### src/rtl/tr_move_seq.sv
// AUTO-mode move sequencer for the TR stepper channel: runs one latched move command
// through a linear accel/cruise/decel period profile, counting steps on pulse_tick.
module tr_move_seq #(
    parameter int WIDTH_TR  = 16,
    parameter int WIDTH_CNT = 24
) (
    input  logic                 clk,
    input  logic                 rst,
    input  logic                 start,
    input  logic                 abort,
    input  logic                 dir_cmd,
    input  logic [WIDTH_CNT-1:0] steps_cmd,
    input  logic [WIDTH_TR-1:0]  period_start,
    input  logic [WIDTH_TR-1:0]  period_min,
    input  logic [WIDTH_TR-1:0]  period_delta,
    input  logic                 pulse_tick,
    output logic                 enable_AUTO,
    output logic                 dir_AUTO,
    output logic [WIDTH_TR-1:0]  period_AUTO,
    output logic                 busy,
    output logic                 done,
    output logic                 aborted,
    output logic [WIDTH_CNT-1:0] steps_left
);

    localparam logic [2:0] S_IDLE   = 3'd0;
    localparam logic [2:0] S_ACCEL  = 3'd1;
    localparam logic [2:0] S_CRUISE = 3'd2;
    localparam logic [2:0] S_DECEL  = 3'd3;
    localparam logic [2:0] S_STOP   = 3'd4;

    logic [2:0]           state_q,   state_d;
    logic                 dir_q,     dir_d;
    logic [WIDTH_TR-1:0]  period_q,  period_d;
    logic [WIDTH_TR-1:0]  pstart_q,  pstart_d;
    logic [WIDTH_TR-1:0]  pmin_q,    pmin_d;
    logic [WIDTH_TR-1:0]  pdelta_q,  pdelta_d;
    logic [WIDTH_CNT-1:0] steps_q,   steps_d;
    logic [WIDTH_CNT-1:0] ramp_q,    ramp_d;
    logic                 aborted_q, aborted_d;

    logic [WIDTH_TR:0]    dec_w, inc_w;
    logic [WIDTH_TR-1:0]  dec_sat, inc_sat;
    logic [WIDTH_CNT-1:0] s_next;

    // One extra bit on both ramp sums so borrow/carry can be clamped instead of wrapping.
    always_comb begin
        dec_w   = {1'b0, period_q} - {1'b0, pdelta_q};
        inc_w   = {1'b0, period_q} + {1'b0, pdelta_q};
        dec_sat = (dec_w[WIDTH_TR] || (dec_w[WIDTH_TR-1:0] < pmin_q)) ? pmin_q : dec_w[WIDTH_TR-1:0];
        inc_sat = (inc_w > {1'b0, pstart_q}) ? pstart_q : inc_w[WIDTH_TR-1:0];
        s_next  = steps_q - WIDTH_CNT'(1);
    end

    always_comb begin
        state_d   = state_q;
        dir_d     = dir_q;
        period_d  = period_q;
        pstart_d  = pstart_q;
        pmin_d    = pmin_q;
        pdelta_d  = pdelta_q;
        steps_d   = steps_q;
        ramp_d    = ramp_q;
        aborted_d = aborted_q;
        case (state_q)
            S_IDLE: begin
                if (start && !abort) begin
                    dir_d     = dir_cmd;
                    pstart_d  = period_start;
                    pmin_d    = period_min;
                    pdelta_d  = period_delta;
                    steps_d   = steps_cmd;
                    period_d  = period_start;
                    ramp_d    = '0;
                    aborted_d = 1'b0;
                    if (steps_cmd == '0)
                        state_d = S_STOP;
                    else if (period_delta == '0 || period_start <= period_min)
                        state_d = S_CRUISE;
                    else
                        state_d = S_ACCEL;
                end
            end
            S_ACCEL, S_CRUISE, S_DECEL: begin
                if (abort) begin
                    state_d   = S_STOP;
                    aborted_d = 1'b1;
                end else if (pulse_tick) begin
                    steps_d = s_next;
                    if (s_next == '0) begin
                        state_d = S_STOP;
                    end else begin
                        case (state_q)
                            S_ACCEL: begin
                                // Start braking once remaining steps fit inside the ramp already climbed.
                                if (s_next <= ramp_q) begin
                                    state_d  = S_DECEL;
                                    period_d = inc_sat;
                                end else begin
                                    period_d = dec_sat;
                                    ramp_d   = ramp_q + WIDTH_CNT'(1);
                                    if (dec_sat == pmin_q)
                                        state_d = S_CRUISE;
                                end
                            end
                            S_CRUISE: begin
                                if (s_next == ramp_q) begin
                                    state_d  = S_DECEL;
                                    period_d = inc_sat;
                                end
                            end
                            default: period_d = inc_sat;
                        endcase
                    end
                end
            end
            S_STOP:  state_d = S_IDLE;
            default: state_d = S_IDLE;
        endcase
    end

    always_ff @(posedge clk) begin
        if (rst) begin
            state_q   <= S_IDLE;
            dir_q     <= 1'b0;
            period_q  <= '0;
            pstart_q  <= '0;
            pmin_q    <= '0;
            pdelta_q  <= '0;
            steps_q   <= '0;
            ramp_q    <= '0;
            aborted_q <= 1'b0;
        end else begin
            state_q   <= state_d;
            dir_q     <= dir_d;
            period_q  <= period_d;
            pstart_q  <= pstart_d;
            pmin_q    <= pmin_d;
            pdelta_q  <= pdelta_d;
            steps_q   <= steps_d;
            ramp_q    <= ramp_d;
            aborted_q <= aborted_d;
        end
    end

    assign enable_AUTO = (state_q == S_ACCEL) || (state_q == S_CRUISE) || (state_q == S_DECEL);
    assign busy        = (state_q != S_IDLE);
    assign done        = (state_q == S_STOP);
    assign dir_AUTO    = dir_q;
    assign period_AUTO = period_q;
    assign aborted     = aborted_q;
    assign steps_left  = steps_q;

endmodule

### config.mk
export PLATFORM = sky130hd
export DESIGN_NAME = tr_move_seq
export DESIGN_NICKNAME = d
export VERILOG_FILES = /design/src/rtl/tr_move_seq.sv
export SDC_FILE = /design/constraint.sdc
export NUM_CORES = 1
export LEC_CHECK = 0
export CORE_ASPECT_RATIO = 0.8
export CORE_MARGIN = 2
export CORE_UTILIZATION = 40
export DETAILED_ROUTE_END_ITERATION = 16
export HOLD_SLACK_MARGIN = 0.12
export PLACE_DENSITY = 0.61
export SYNTH_ARGS = -nofsm -noshare
export SYNTH_HDL_FRONTEND = slang
export SYNTH_SLANG_ARGS = --single-unit
### constraint.sdc
create_clock -name clk -period 4.5 [get_ports clk]
set_input_delay 1.125 -clock clk [delete_from_list [all_inputs] [get_ports clk]]
set_output_delay 1.125 -clock clk [all_outputs]
set_load 0.01 [all_outputs]
# [After elaboration in Yosys (flattened, before gate mapping)]
# Index checks and enable logic that the tools add are counted.
[totals] regBits=117 inputBits=78 out_inout_bits=45 word_cells=89
[classes] add_sub_neg=4 n_lt_le_gt_ge=4 eq_ne=18 muxes=35 n_reduce_logical=19
[ops] op="$mux W24" n=9
[ops] op="$mux W16" n=8
[ops] op="$pmux W24 S2" n=2
[ops] op="$pmux W16 S2" n=2
[ops] op="$logic_not A24 Y1" n=2
[ops] op="$add A24 B1 Y24 const B" n=1
[ops] op="$eq A24 B24 Y1" n=1
[ops] op="$le A24 B24 Y1" n=1
[ops] op="$mux W3" n=8
[ops] op="$sub A24 B1 Y24 const B" n=1
[ops] op="$add A16 B16 Y17" n=1
[ops] op="$gt A17 B16 Y1" n=1
[ops] op="$sub A16 B16 Y17" n=1
[ops] op="$eq A16 B16 Y1" n=1
[ops] op="$le A16 B16 Y1" n=1
[ops] op="$logic_not A16 Y1" n=1
[ops] op="$lt A16 B16 Y1" n=1
[ops] op="$ne A2 B2 Y1 const B" n=7
[ops] op="$pmux W3 S2" n=2
[ops] op="$ne A5 B5 Y1 const B" n=2
[ops] op="$reduce_and A7 Y1" n=1
[ops] op="$eq A3 B2 Y1 const B" n=2
[ops] op="$ne A3 B3 Y1 const B" n=2
[ops] op="$ne A6 B6 Y1 const B" n=1
[ops] op="17 further kinds" n=21

# [Longest topological paths before layout]
[logic_depth] word_depth=12 mapped_depth=21

# [Least setup slack after synthesis]
# No wires, ideal clock.
[synth_path] path_kind="register to register" startpoint="reg period_q[0] (netlist: period_AUTO[0])" endpoint="reg period_q[13] (netlist: period_AUTO[13])" setup_time_ns=0.133 arrival_time_ns=4.441 required_time_ns=4.367 setup_slack_ns=-0.074 stages_incl_launch_ff=19 n_path_buf=1 synth_period_minus_slack_ns=4.574 path_cell_list="dfxtp_1 > ha_1 > fa_1 > nor2b_1 > o311ai_1 > o41ai_1 > o41ai_2 > o21ai_0 > xnor2_1 > ha_1 > a21o_1 > a21o_1 > a2111oi_0 > o221ai_1 > nor2_1 > buf_4 > mux2_2 > a22oi_1 > a311oi_1"
[synth_between] elab_chain_cells=10 word_cells_on_any_way=14
[synth_rtl] element="start: declaration" line="34" text="logic [WIDTH_TR-1:0] period_q, period_d;"
[synth_rtl] element="start signal: assignment" line="136" text="period_q <= period_d;"
[synth_rtl] element="$sub A16 B16 Y17" line="48" text="dec_w = {1'b0, period_q} - {1'b0, pdelta_q};"
[synth_rtl] element="$lt A16 B16 Y1" line="50" text="dec_sat = (dec_w[WIDTH_TR] || (dec_w[WIDTH_TR-1:0] < pmin_q)) ? pmin_q : dec_w[WIDTH_TR-1:0];"
[synth_rtl] element="$logic_or A1 B1 Y1" line="50"
[synth_rtl] element="$mux W16" line="50"
[synth_rtl] element="$mux W16" line="96" text="if (s_next <= ramp_q) begin"
[synth_rtl] element="$pmux W16 S2 *" line="93" text="case (state_q)"
[synth_rtl] element="$mux W16 *" line="90" text="if (s_next == '0) begin"
[synth_rtl] element="$mux W16 *" line="88" text="end else if (pulse_tick) begin"
[synth_rtl] element="$mux W16 *" line="85" text="if (abort) begin"
[synth_rtl] element="$pmux W16 S2 *" line="65" text="case (state_q)"
# Mark *: on every way between the ends. The rest lies on a longest branch, timed or not. The select of a mux whose other input is x is not followed.
# A chain may end at the register's enable or synchronous reset.

# [Worst setup path after layout]
[layout_path] startpoint="reg pdelta_q[0]" endpoint="reg period_q[0] (netlist: period_AUTO[0])"
[layout_between] elab_chain_cells=10 word_cells_on_any_way=14
[layout_rtl] element="start: declaration" line="37" text="logic [WIDTH_TR-1:0] pdelta_q, pdelta_d;"
[layout_rtl] element="start signal: assignment" line="139" text="pdelta_q <= pdelta_d;"
[layout_rtl] element="$sub A16 B16 Y17" line="48"
[layout_rtl] element="$lt A16 B16 Y1" line="50"
[layout_rtl] element="$logic_or A1 B1 Y1" line="50"
[layout_rtl] element="$mux W16" line="50"
[layout_rtl] element="$mux W16" line="96"
[layout_rtl] element="$pmux W16 S2 *" line="93"
[layout_rtl] element="$mux W16 *" line="90"
[layout_rtl] element="$mux W16 *" line="88"
[layout_rtl] element="$mux W16 *" line="85"
[layout_rtl] element="$pmux W16 S2 *" line="65"
# Marks and branches as above.

==> metrics.txt <==
Synth Area per Inst=around 7.3 um^2; Finished Core Util=54.9%; CTS Buf Count=17; Critical path buffers and inverters=3; worst-skew pair later-pin latency=0.44 ns; vias per cell=just under 6; Die H=about 150 um; worst-case reg-to-reg path depth=19; Mapped Cells=1426; ys async rst share=0%; Post-Route WL=40.4 mm; Area Growth Syn to Fin=33.8%; Clock Pin Slew Worst Setup and Hold Paths=approximately 0.06 ns; Synth cell types=91; initial antenna violation count=0; post-layout min period=between 4 and 5 ns; gpl congestion=between 0.9 and 1; worst setup path startpoint=pdelta_q[0]; CP max stage cell=xor2_1; crit path DAT=about 4.8 ns; # diodes=0; critical path peak fanout=8; total chip power=11600 uW; reg2reg start=pdelta_q[0]; setup violators final=1; CP Launch Type=flip-flop; largest stage delay on the critical path=0.44 ns; Max IR drop VDD=around 0.39 mV; fraction of layout cells with a size suffix above 1=between 10% and 20%; Cell Rows=52; sequential area share after synthesis=around 22%; end of the critical path=period_AUTO[0]; GRT Total Usage=29.1%; Crit path depth=19; DRC Markers=0; vias in the first global route=around 11000; max cap viols=0; Critical Path Sink Type=flip-flop; status=finished, violations left; Crit path required time=about 4.8 ns; H-tree levels=4; Starting Density=41.0%; CORE AREA=between 20000 and 30000 um^2; clock tree buffer depth=2; Root Driver=clkbuf_16; Setup WS post-layout=-0.00833 ns; Iter 0 DRT Violations=around 1100; # clock sinks=117; number of enable flip-flop cells after synthesis=0; failing checks=setup timing; reg2reg end=period_AUTO[0]; CTS Hold Bufs=0; Ports=123; Slew @ Worst Pin=slightly below 1 ns; Final Cell Area=roughly 14000 um^2; Nets=1830; Yosys reg bits=approximately 120; sequence of cells on the critical path=ha_4 -> fa_2 -> nor2b_4 -> o311ai_2 -> buf_4 -> o41ai_4 -> buf_4 -> nor2_1 -> xor2_1 -> ha_1 -> a21o_1 -> a21o_1 -> a21oi_1 -> o221ai_2 -> nor2_2 -> buf_6 -> o22ai_2 -> or3_4 -> a31o_2; synthesized net count=about 1600; grt total ovfl=0; RSZ-0062 raised after global routing=true; fin cells=around 2000; synthesized cell area=10500 um^2; die area=27500 um^2; DR vias=approximately 12000; global-route wire length before repair=approximately 61 mm; Buffers on Ports=about 120; Leak Pwr=between 0.005 and 0.006 uW; setup_tns=-0.00833 ns; CTS tree=built; antenna-violating nets left=0; Slew headroom=about a third; Setup Crit Path Kind=flip-flop to flip-flop; Cell Area, Placed=12900 um^2; Pre-Repair DR Iteration Count=5; Setup Skew=between 0.008 and 0.009 ns; min-delay worst type=flip-flop to flip-flop; post-detailed-placement half-perimeter wirelength=30.9 mm; fin crit share=100%; Die W=~180 um; dpl cells=roughly 2000; Largest delay share family, worst path=compound AO/OA/AOI/OAI gates; PwrDens=between 800 and 900 nW/um^2; predominant post-synthesis flop cell=dfxtp_1; Final Max Tran Viols=0; Final Hold Vio Count=0; largest net degree at the start of global routing=63; f_max=0.222 GHz; Ys Warns=0; R2R setup slack=-0.008 ns; routed len/inst=20.1 um
report_power, final:
group          switching [uW]  internal (uW)
logic                    4810           3920
registers                 207           1190
clock network             586            891
total                    5610           6000
worst register-to-register path: cells and delay by family, from the launching register on:
family | cells | cell delay [ns]
AND/OR/NAND/NOR | 4 | 0.79
AO/OA/AOI/OAI | 8 | 1.45
buffers and inverters | 3 | 0.51
adder cells (fa/ha/maj) | 3 | 0.89
flip-flops | 1 | 0.33
XOR/XNOR | 1 | 0.44
metrics by stage:
step | setup WS, ns | hold WS, ns
floorplan | 0.0402 | 0.436
global placement | -0.330 | 0.443
detailed placement | -0.336 | 0.451
CTS | 0.0154 | 0.459
global route | -0.175 | 0.490
finish | -0.00833 | 0.455
layout by cell type (no fill, tap or decap), types with 6 or more instances in the layout:
cell	Yosys	routed
a2111oi_0	9	7
clkdlybuf4s50_1	0	121
nand2b_1	12	12
a211oi_1	14	13
o21a_1	6	6
dfxtp_1	117	115
o21bai_1	6	6
or4_1	10	10
mux2i_1	14	13
o211ai_1	15	15
nor2b_1	12	11
a221oi_1	8	6
nor3_1	53	45
o31ai_1	11	11
a311oi_1	12	8
a21o_1	22	22
buf_4	4	151
nor3_2	2	9
nor4_1	20	19
nand4_1	25	25
clkbuf_16	0	17
nand2_1	194	193
nor3b_1	6	6
xnor2_1	32	29
nand3_1	40	40
o21ai_0	48	39
xor2_1	20	19
a211o_1	8	8
inv_1	114	114
a21oi_1	143	140
ha_1	106	103
o21ai_1	5	10
or3_1	10	9
a22oi_1	17	14
nor2_1	113	108
sequential cells by signal, indices dropped and copies added (netlist names):
name / count
steps_left: 24
pmin_q: 16
period_AUTO: 16
dir_AUTO: 1
pstart_q: 16
pdelta_q: 16
ramp_q: 24
state_q: 3
aborted: 1
area by class of cell:
type / instances / area [um^2]
clock buffers: 18 / 439
clock inverters: 14 / 175
fillers: 2501 / 11500
inverters: 115 / 432
multi-input cells: 1113 / 7730
flip-flops and latches: 117 / 2340
well taps: 351 / 439
repair buffers: 280 / 2450
metal layers:
layer | global-route usage, % | vias up | wire length (um)
met5 | 2.36 | - | 83
met4 | 5.16 | 2 | 287
met1 | 45.6 | 5481 | 19700
met2 | 36.9 | 531 | 15400
met3 | 10.5 | 25 | 4900
li1 | - | 5584 | -
cells in the mapped netlist, types with 6 or more instances:
cell type | n | area, um^2
clkbuf_1 | 61 | 229
o211ai_1 | 15 | 113
mux2_2 | 6 | 67.6
nand4_1 | 25 | 156
o21a_1 | 6 | 45.0
a21o_1 | 22 | 165
a221oi_1 | 8 | 70.1
nor3b_1 | 6 | 45.0
nor4_1 | 20 | 125
xor2_1 | 20 | 175
nor3_1 | 53 | 265
o221ai_1 | 7 | 61.3
or2_2 | 6 | 37.5
o21ai_0 | 48 | 240
o41ai_1 | 6 | 52.6
nor2_1 | 113 | 424
nand2b_1 | 12 | 75.1
a211oi_1 | 14 | 105
xnor2_1 | 32 | 280
a211o_1 | 8 | 70.1
mux2i_1 | 14 | 140
nor2b_1 | 12 | 75.1
nand2_1 | 194 | 728
ha_1 | 106 | 1330
a311oi_1 | 12 | 105
dfxtp_1 | 117 | 2340
a2111oi_0 | 9 | 78.8
or4_1 | 10 | 75.1
nand3_1 | 40 | 200
a22oi_1 | 17 | 128
inv_1 | 114 | 428
o21bai_1 | 6 | 45.0
a21oi_1 | 143 | 716
o31ai_1 | 11 | 82.6
or3_1 | 10 | 62.6
o22ai_1 | 6 | 37.5
buf_2 | 10 | 50.1
worst min-delay path by stage:
stage                   endpoint         start  depth (start not counted)  slack, ns
CTS                  pstart_q[4]   pstart_q[4]                          2       0.46
floorplan           pstart_q[11]  pstart_q[11]                          2       0.44
detailed placement   pstart_q[4]   pstart_q[4]                          2       0.45
global route         pstart_q[4]   pstart_q[4]                          2       0.49
global placement     pstart_q[5]   pstart_q[5]                          2       0.44
finish               pstart_q[4]   pstart_q[4]                          2       0.46
kinds of logic (layout without fill, tap and decap cells):
kind of cell	count (synthesis)	after routing	synth area share (%)
simple gates	534	534	24.6
compound gates	394	395	25.3
buf+inv	197	427	7.54
flops	117	117	22.4
fa+ha+maj	108	108	13.1
xor+xnor	55	55	5.00
mux	21	21	2.13
what timing repair did:
action	in CTS	in global routing
pin swaps	4	34
setup buffers	1	13
hold endpoints to repair	0	0
resized for setup	9	73
setup endpoints to repair	18	33
gates cloned	0	2
Power figures use the tool's default switching activity.
